**config.mk**
```make
export PLATFORM = sky130hd
export DESIGN_NAME = morse_receptor
export DESIGN_NICKNAME = d
export VERILOG_FILES = /design/src/rtl/morse_pkg.sv /design/src/rtl/morse_ensamblador.sv /design/src/rtl/morse_receptor.sv
export SDC_FILE = /design/constraint.sdc
export NUM_CORES = 1
export LEC_CHECK = 0
export BUFFER_PORTS_ARGS = -buffer_cell sky130_fd_sc_hd__buf_2
export CAP_MARGIN = 20
export CORE_UTILIZATION = 61
export CTS_BUF_LIST = sky130_fd_sc_hd__clkbuf_16
export CTS_CLUSTER_DIAMETER = 200
export DETAILED_ROUTE_END_ITERATION = 7
export GPL_TIMING_DRIVEN = 0
export PLACE_DENSITY = 0.84
export SLEW_MARGIN = 20
export SYNTH_ARGS = -nofsm -noshare
export SYNTH_HDL_FRONTEND = slang
export SYNTH_SLANG_ARGS = --single-unit
```
**constraint.sdc**
```tcl
create_clock -name CLK -period 5.05 [get_ports CLK]
set_clock_uncertainty 0.2 [all_clocks]
set_input_delay 0.7575 -clock CLK [delete_from_list [all_inputs] [get_ports CLK]]
set_output_delay 0.7575 -clock CLK [all_outputs]
set_load 0.05 [all_outputs]
```
**src/rtl/morse_pkg.sv**
```systemverilog
// Shared constants and types for the Morse receive path.
// Word format matches the transmitter memory: {longitud[4:0], patron[21:0]},
// first keyed time unit in patron[0].
// The optional word-space feature (macro MORSE_ESPACIO_EN) uses the
// ESPACIO_* constants below.
package morse_pkg;

  localparam int unsigned ANCHO_PATRON     = 22;
  localparam int unsigned ANCHO_LONG       = 5;
  localparam int unsigned MAX_CARAC        = 12;
  localparam int unsigned GAP_LEN          = 3;

  // Total silence, in time units, that marks a word space.
  localparam int unsigned ESPACIO_UNIDADES = 7;
  // Idle zeros still needed after the inter-character gap already counted.
  localparam int unsigned ESPACIO_OCIOSO   = ESPACIO_UNIDADES - GAP_LEN;
  localparam int unsigned ANCHO_OCIO       = 3;

  localparam int unsigned ANCHO_IDX        = 5;
  localparam int unsigned ANCHO_DIR        = 4;
  localparam int unsigned ANCHO_CEROS      = $clog2(GAP_LEN + 1);
  localparam int unsigned ANCHO_PALABRA    = ANCHO_LONG + ANCHO_PATRON;

  typedef enum logic [1:0] {
    StReposo,
    StRecibe,
    StDescarte,
    StEmite
  } estado_e;

  typedef logic [ANCHO_PALABRA-1:0] palabra_t;

  localparam palabra_t PALABRA_ESPACIO = '0;

  function automatic palabra_t empaqueta(input logic [ANCHO_LONG-1:0]   lon,
                                         input logic [ANCHO_PATRON-1:0] pat);
    return {lon, pat};
  endfunction

endpackage

```
**src/rtl/morse_ensamblador.sv**
```systemverilog
// Character assembler: accumulates one Morse character bit by bit.
// Ports:
//   clk_i, rst_i  clock, asynchronous active-high reset
//   captura_i     apply bit_i this cycle
//   bit_i         sampled keying value
//   limpiar_i     clear all state; if captura_i is also high, bit_i is applied
//                 on top of the cleared state
//   patron_o      pattern register, first unit in bit 0
//   longitud_o    position just past the last keyed unit (trailing zeros excluded)
//   ceros_o       current run of consecutive zero units (saturates at GAP_LEN)
//   desborde_o    pattern is full; another 1 cannot be stored
module morse_ensamblador
  import morse_pkg::*;
(
  input  logic                    clk_i,
  input  logic                    rst_i,
  input  logic                    captura_i,
  input  logic                    bit_i,
  input  logic                    limpiar_i,
  output logic [ANCHO_PATRON-1:0] patron_o,
  output logic [ANCHO_LONG-1:0]   longitud_o,
  output logic [ANCHO_CEROS-1:0]  ceros_o,
  output logic                    desborde_o
);

  logic [ANCHO_PATRON-1:0] patron_q, patron_d;
  logic [ANCHO_IDX-1:0]    idx_q, idx_d;
  logic [ANCHO_LONG-1:0]   ultimo1_q, ultimo1_d;
  logic [ANCHO_CEROS-1:0]  ceros_q, ceros_d;

  always_comb begin
    // Clear first so a capture in the same cycle starts a fresh character.
    patron_d  = limpiar_i ? '0 : patron_q;
    idx_d     = limpiar_i ? '0 : idx_q;
    ultimo1_d = limpiar_i ? '0 : ultimo1_q;
    ceros_d   = limpiar_i ? '0 : ceros_q;
    if (captura_i) begin
      if (bit_i) begin
        ceros_d = '0;
        if (idx_d < ANCHO_IDX'(ANCHO_PATRON)) begin
          patron_d[idx_d] = 1'b1;
          ultimo1_d       = ANCHO_LONG'(idx_d + 1'b1);
          idx_d           = idx_d + 1'b1;
        end
      end else begin
        if (idx_d < ANCHO_IDX'(ANCHO_PATRON)) begin
          idx_d = idx_d + 1'b1;
        end
        if (ceros_d != ANCHO_CEROS'(GAP_LEN)) begin
          ceros_d = ceros_d + 1'b1;
        end
      end
    end
  end

  always_ff @(posedge clk_i or posedge rst_i) begin
    if (rst_i) begin
      patron_q  <= '0;
      idx_q     <= '0;
      ultimo1_q <= '0;
      ceros_q   <= '0;
    end else begin
      patron_q  <= patron_d;
      idx_q     <= idx_d;
      ultimo1_q <= ultimo1_d;
      ceros_q   <= ceros_d;
    end
  end

  assign patron_o   = patron_q;
  assign longitud_o = ultimo1_q;
  assign ceros_o    = ceros_q;
  assign desborde_o = (idx_q == ANCHO_IDX'(ANCHO_PATRON));

endmodule

```
**src/rtl/morse_receptor.sv**
```systemverilog
// Morse receiver: samples the keying line once per time unit, splits the
// stream into characters on GAP_LEN-unit gaps and emits one packed word per
// character with a write index 1..MAX_CARAC for a character register bank.
// Ports:
//   CLK, RST     clock, asynchronous active-high reset
//   en_muestra   one-cycle strobe per time unit; linea sampled only then
//   linea        received keying (1 = tone on)
//   dato         {longitud, patron}; held until the next emission
//   dato_valido  one-cycle pulse, dato/direccion valid
//   direccion    index of the emitted word
//   conta_carac  words stored so far (saturates at MAX_CARAC)
//   lleno        conta_carac == MAX_CARAC
//   error_ovf    one-cycle pulse, character longer than ANCHO_PATRON dropped
// Build option: define MORSE_ESPACIO_EN to emit an all-zero word-space word
// once ESPACIO_UNIDADES units of silence follow a character.
module morse_receptor
  import morse_pkg::*;
(
  input  logic                     CLK,
  input  logic                     RST,
  input  logic                     en_muestra,
  input  logic                     linea,
  output logic [ANCHO_PALABRA-1:0] dato,
  output logic                     dato_valido,
  output logic [ANCHO_DIR-1:0]     direccion,
  output logic [ANCHO_DIR-1:0]     conta_carac,
  output logic                     lleno,
  output logic                     error_ovf
);

  estado_e                 estado_q, estado_d;
  palabra_t                dato_q, dato_d;
  logic                    dato_valido_q, dato_valido_d;
  logic [ANCHO_DIR-1:0]    direccion_q, direccion_d;
  logic [ANCHO_DIR-1:0]    conta_q, conta_d;
  logic                    error_ovf_q, error_ovf_d;

  logic                    captura, limpiar, emitir;
  palabra_t                palabra;
  logic [ANCHO_PATRON-1:0] patron;
  logic [ANCHO_LONG-1:0]   longitud;
  logic [ANCHO_CEROS-1:0]  ceros;
  logic                    desborde;
  logic                    lleno_w;
  logic                    fin_gap;

`ifdef MORSE_ESPACIO_EN
  logic                    pend_q, pend_d;
  logic [ANCHO_OCIO-1:0]   ocio_q, ocio_d;
`endif

  morse_ensamblador u_ensamblador (
    .clk_i      (CLK),
    .rst_i      (RST),
    .captura_i  (captura),
    .bit_i      (linea),
    .limpiar_i  (limpiar),
    .patron_o   (patron),
    .longitud_o (longitud),
    .ceros_o    (ceros),
    .desborde_o (desborde)
  );

  assign lleno_w = (conta_q == ANCHO_DIR'(MAX_CARAC));
  // This zero sample completes the gap.
  assign fin_gap = !linea && (ceros == ANCHO_CEROS'(GAP_LEN - 1));

  always_comb begin
    estado_d    = estado_q;
    captura     = 1'b0;
    limpiar     = 1'b0;
    emitir      = 1'b0;
    palabra     = empaqueta(longitud, patron);
    error_ovf_d = 1'b0;

    unique case (estado_q)
      StReposo: begin
        if (en_muestra && linea) begin
          captura  = 1'b1;
          estado_d = StRecibe;
        end
`ifdef MORSE_ESPACIO_EN
        else if (en_muestra && pend_q &&
                 (ocio_q == ANCHO_OCIO'(ESPACIO_OCIOSO - 1))) begin
          emitir   = 1'b1;
          palabra  = PALABRA_ESPACIO;
          estado_d = StEmite;
        end
`endif
      end
      StRecibe: begin
        if (en_muestra) begin
          if (linea && desborde) begin
            error_ovf_d = 1'b1;
            estado_d    = StDescarte;
          end else begin
            captura = 1'b1;
            if (fin_gap) begin
              // A zero never changes patron/longitud, so the current
              // contents are already the finished word.
              emitir   = 1'b1;
              estado_d = StEmite;
            end
          end
        end
      end
      StEmite: begin
        limpiar = 1'b1;
        if (en_muestra && linea) begin
          captura  = 1'b1;
          estado_d = StRecibe;
        end else begin
          estado_d = StReposo;
        end
      end
      StDescarte: begin
        if (en_muestra) begin
          if (fin_gap) begin
            limpiar  = 1'b1;
            estado_d = StReposo;
          end else begin
            // Pattern is full, so only the zero-run counter moves.
            captura = 1'b1;
          end
        end
      end
    endcase
  end

  always_comb begin
    dato_d        = dato_q;
    dato_valido_d = 1'b0;
    direccion_d   = direccion_q;
    conta_d       = conta_q;
    if (emitir && !lleno_w) begin
      dato_d        = palabra;
      dato_valido_d = 1'b1;
      direccion_d   = conta_q + 1'b1;
      conta_d       = conta_q + 1'b1;
    end
  end

`ifdef MORSE_ESPACIO_EN
  // Count silence after a character; arm once per silence run.
  always_comb begin
    pend_d = pend_q;
    ocio_d = ocio_q;
    if (estado_q == StRecibe && emitir) begin
      pend_d = 1'b1;
      ocio_d = '0;
    end else if (estado_q == StEmite && captura) begin
      pend_d = 1'b0;
      ocio_d = '0;
    end else if (estado_q == StReposo && en_muestra) begin
      if (linea || emitir) begin
        pend_d = 1'b0;
        ocio_d = '0;
      end else if (pend_q) begin
        ocio_d = ocio_q + 1'b1;
      end
    end
  end

  always_ff @(posedge CLK or posedge RST) begin
    if (RST) begin
      pend_q <= 1'b0;
      ocio_q <= '0;
    end else begin
      pend_q <= pend_d;
      ocio_q <= ocio_d;
    end
  end
`endif

  always_ff @(posedge CLK or posedge RST) begin
    if (RST) begin
      estado_q      <= StReposo;
      dato_q        <= '0;
      dato_valido_q <= 1'b0;
      direccion_q   <= '0;
      conta_q       <= '0;
      error_ovf_q   <= 1'b0;
    end else begin
      estado_q      <= estado_d;
      dato_q        <= dato_d;
      dato_valido_q <= dato_valido_d;
      direccion_q   <= direccion_d;
      conta_q       <= conta_d;
      error_ovf_q   <= error_ovf_d;
    end
  end

  assign dato        = dato_q;
  assign dato_valido = dato_valido_q;
  assign direccion   = direccion_q;
  assign conta_carac = conta_q;
  assign lleno       = lleno_w;
  assign error_ovf   = error_ovf_q;

endmodule
```
==> impl_metrics.env <==
export IMPL_netlist_area_mm2=0.00302
export IMPL_cts_resized=0
export IMPL_ys_top_cells_by_area="dfrtp_1 57%, mux2_2 10%, nand2_1 3.7%"
export IMPL_crit_chain="inv_1, ha_1, nand3b_1, o21ba_1, buf_2, a211oi_4, nand3_1, o21ai_1"
export IMPL_cts_root_buf="clkbuf_16"
export IMPL_grt_overflow_total=0
export IMPL_r2r_end="u_ensamblador.patron_o[2]"
export IMPL_die_y_um=72.3
export IMPL_critPathRequiredTime_ps=5100
export IMPL_grt_pass1_vias=2167
export IMPL_tightest_slew_ps=741
export IMPL_die_w_um=72.3
export IMPL_fin_nets=330
export IMPL_ys_types=41
export IMPL_endpoint_kind="flop"
export IMPL_min_period_ps=2580
export IMPL_startpoint_type="flop"
export IMPL_ys_seq_area_frac=0.573
export IMPL_ios=42
export IMPL_worstSkewPairLatency_ps=320
export IMPL_synth_seq_cells=69
export IMPL_io_buffers=41
export IMPL_pre_cts_slack_ps=2330
export IMPL_start_util=0.634
export IMPL_sw_frac_of_total=0.398
export IMPL_area_growth_pct=19.1
export IMPL_grt_usage=0.270
export IMPL_p_clk_frac=0.267
export IMPL_clock_path_buffers=2
export IMPL_post_route_util=0.756
export IMPL_post_dp_hpwl_um=4020
export IMPL_worstPathArrival_ps=2630
export IMPL_vdd_drop_max_mv=0.266
export IMPL_p_sw_uw=804
export IMPL_intPower_mw=1.21
export IMPL_combPwrFrac=0.367
export IMPL_p_leak_nw=1.81
export IMPL_grt_max_degree=55
export IMPL_hold_viol_final=0
export IMPL_min_period_over_period=0.512
export IMPL_setup_viol=0
export IMPL_path_buf_inv=2
export IMPL_wl_per_cell_um=16.2
export IMPL_multi_input_area_mm2=0.00117
export IMPL_ant_nets=0
export IMPL_drc_errors=0
export IMPL_core_region_area_mm2=0.00475
export IMPL_initialDrtViolationCount=192
export IMPL_ys_warn_count=0
export IMPL_worstHoldPathType="input pin to async pin"
export IMPL_antenna_found_initial=0
export IMPL_fillerInstances=345
export IMPL_crit_fanout=10
export IMPL_avgSynthCellArea_um2=11.3
export IMPL_maxSlewHeadroom=0.499
export IMPL_core_rowCount=25
export IMPL_drv_slew=0
export IMPL_ctsHoldBuffers=0
export IMPL_syn_nets=277
export IMPL_fin_ws_ps=2470
export IMPL_cts_made_buffers=9
export IMPL_die_area_mm2=0.00523
export IMPL_path_clk_slew_ps=50
export IMPL_critPathSlowestCell="a211oi_4"
export IMPL_clock_sinks=69
export IMPL_first_pass_iters=4
export IMPL_reg2reg_depth=8
export IMPL_postCtsSetupRepairBufs=0
export IMPL_synthCells=267
export IMPL_rsz0062_at_grt="no"
export IMPL_reg2reg_from="estado_q[0]"
export IMPL_fmax_mhz=387
export IMPL_regArea_mm2=0.00173
export IMPL_drive_gt1_frac=0.296
export IMPL_grt_pass1_wl_um=10600
export IMPL_diodes=0
export IMPL_place_congestion=0.844
export IMPL_vias_per_cell=5.65
export IMPL_synth_edf_count=0
export IMPL_fin_setup_tns_ps=0
export IMPL_critPathMaxStageDelay_ps=470
export IMPL_wl_um=6330
export IMPL_yosysTopAreaCell="dfrtp_1"
export IMPL_p_per_area_mw_per_mm2=562
export IMPL_cts_tree="done"
export IMPL_htree_levels=3
export IMPL_via_count=2211
export IMPL_p_seq_frac=0.366
export IMPL_r2r_slack_ps=2470
export IMPL_finalPower_mw=2.02
export IMPL_synth_main_ff_cell="dfrtp_1"
export IMPL_synth_async_sr_flop_share=1.00
export IMPL_status="completed"
export IMPL_cap_viol_max_count=0
export IMPL_crit_family="compound AO/OA/AOI/OAI gates"
export IMPL_final_common_cell="dfrtp_1"
export IMPL_holdWs_ps=165
export IMPL_layout_common_cells="69 x dfrtp_1, 46 x buf_2, 30 x nand2_1"
export IMPL_path_class="flop to flop"
export IMPL_synth_top_area_frac=0.573
[state kept, by name, summed over array words and instances, names as in the netlist]
name	flops
dato	27
u_ensamblador.patron_o	22
u_ensamblador.idx_q	5
u_ensamblador.longitud_o	5
conta_carac	4
estado_q	2
u_ensamblador.ceros_o	2
dato_valido	1
error_ovf	1
[metal layers]
layer  GRT usage  part of all wire
met1       0.355              0.43
met2       0.431              0.51
met3      0.0611             0.038
met4       0.124             0.021
met5           0                 0
[synthesized netlist by cell type (2+ instances only)]
library cell	instances
xor2_1	2
dfrtp_1	69
and3_1	3
a31oi_1	6
nand3_1	4
mux2_2	28
nand2_1	30
a31o_1	2
xnor2_1	5
a211oi_1	4
inv_1	10
nor3_1	2
nand2b_1	4
ha_1	6
nor2_1	22
o21ai_1	4
buf_4	4
o21ai_0	17
clkbuf_1	8
a21oi_1	7
nand3b_1	4
nand4_1	2
buf_2	5
o22ai_1	2
[power by group through the flow]
stage | logic (mW) | registers, mW | clock network (mW)
floorplan | 0.423 | 0.884 | 0
global placement | 0.708 | 0.739 | 0
detailed placement | 0.731 | 0.745 | 0
CTS | 0.742 | 0.737 | 0.549
global route | 0.796 | 0.753 | 0.568
finish | 0.741 | 0.738 | 0.539
[worst max path at each step]
stage / startpoint / endpoint / slack, ps / cells after the start
2_1_floorplan: RST / conta_carac[0] / 2350 / 1
3_3_place_gp: RST / dato[1] / 1600 / 2
3_5_place_dp: linea / u_ensamblador.patron_o[8] / 2330 / 7
4_1_cts: estado_q[0] / u_ensamblador.patron_o[2] / 2490 / 8
5_1_grt: estado_q[0] / u_ensamblador.patron_o[6] / 2310 / 8
6_report: estado_q[0] / u_ensamblador.patron_o[2] / 2470 / 8
[worst register-to-register path: stages, from the launching register on]
cell	delay, ps
dfrtp_1	390
inv_1	100
ha_1	230
nand3b_1	150
o21ba_1	210
buf_2	190
a211oi_4	470
nand3_1	340
o21ai_1	220
[logic make-up after synthesis]
kind of cell,share of synthesized area
and+or+nand+nor,0.119
DFF,0.573
AOI/OAI and AO/OA,0.115
muxes,0.108
buffers and inverters,0.0407
xor gates and xnor gates,0.0203
adders and majority gates,0.0249
[area by class of cell]
| cell class | instances | area share |
|---|---|---|
| Clock inverter | 6 | 0.00906 |
| Multi-Input combinational cell | 171 | 0.325 |
| Timing Repair Buffer | 42 | 0.0648 |
| Clock buffer | 9 | 0.0627 |
| Sequential cell | 69 | 0.481 |
| Inverter | 10 | 0.0111 |
| Buffer | 17 | 0.0237 |
| Tap cell | 67 | 0.0233 |
[stage by stage]
step | instance area (µm²) | instances
finish | 3590 | 391
global route | 3590 | 391
CTS | 3590 | 391
detailed placement | 3330 | 376
global placement | 3300 | 375
floorplan | 3020 | 267
No activity file was read; power rests on OpenSTA's default activity.
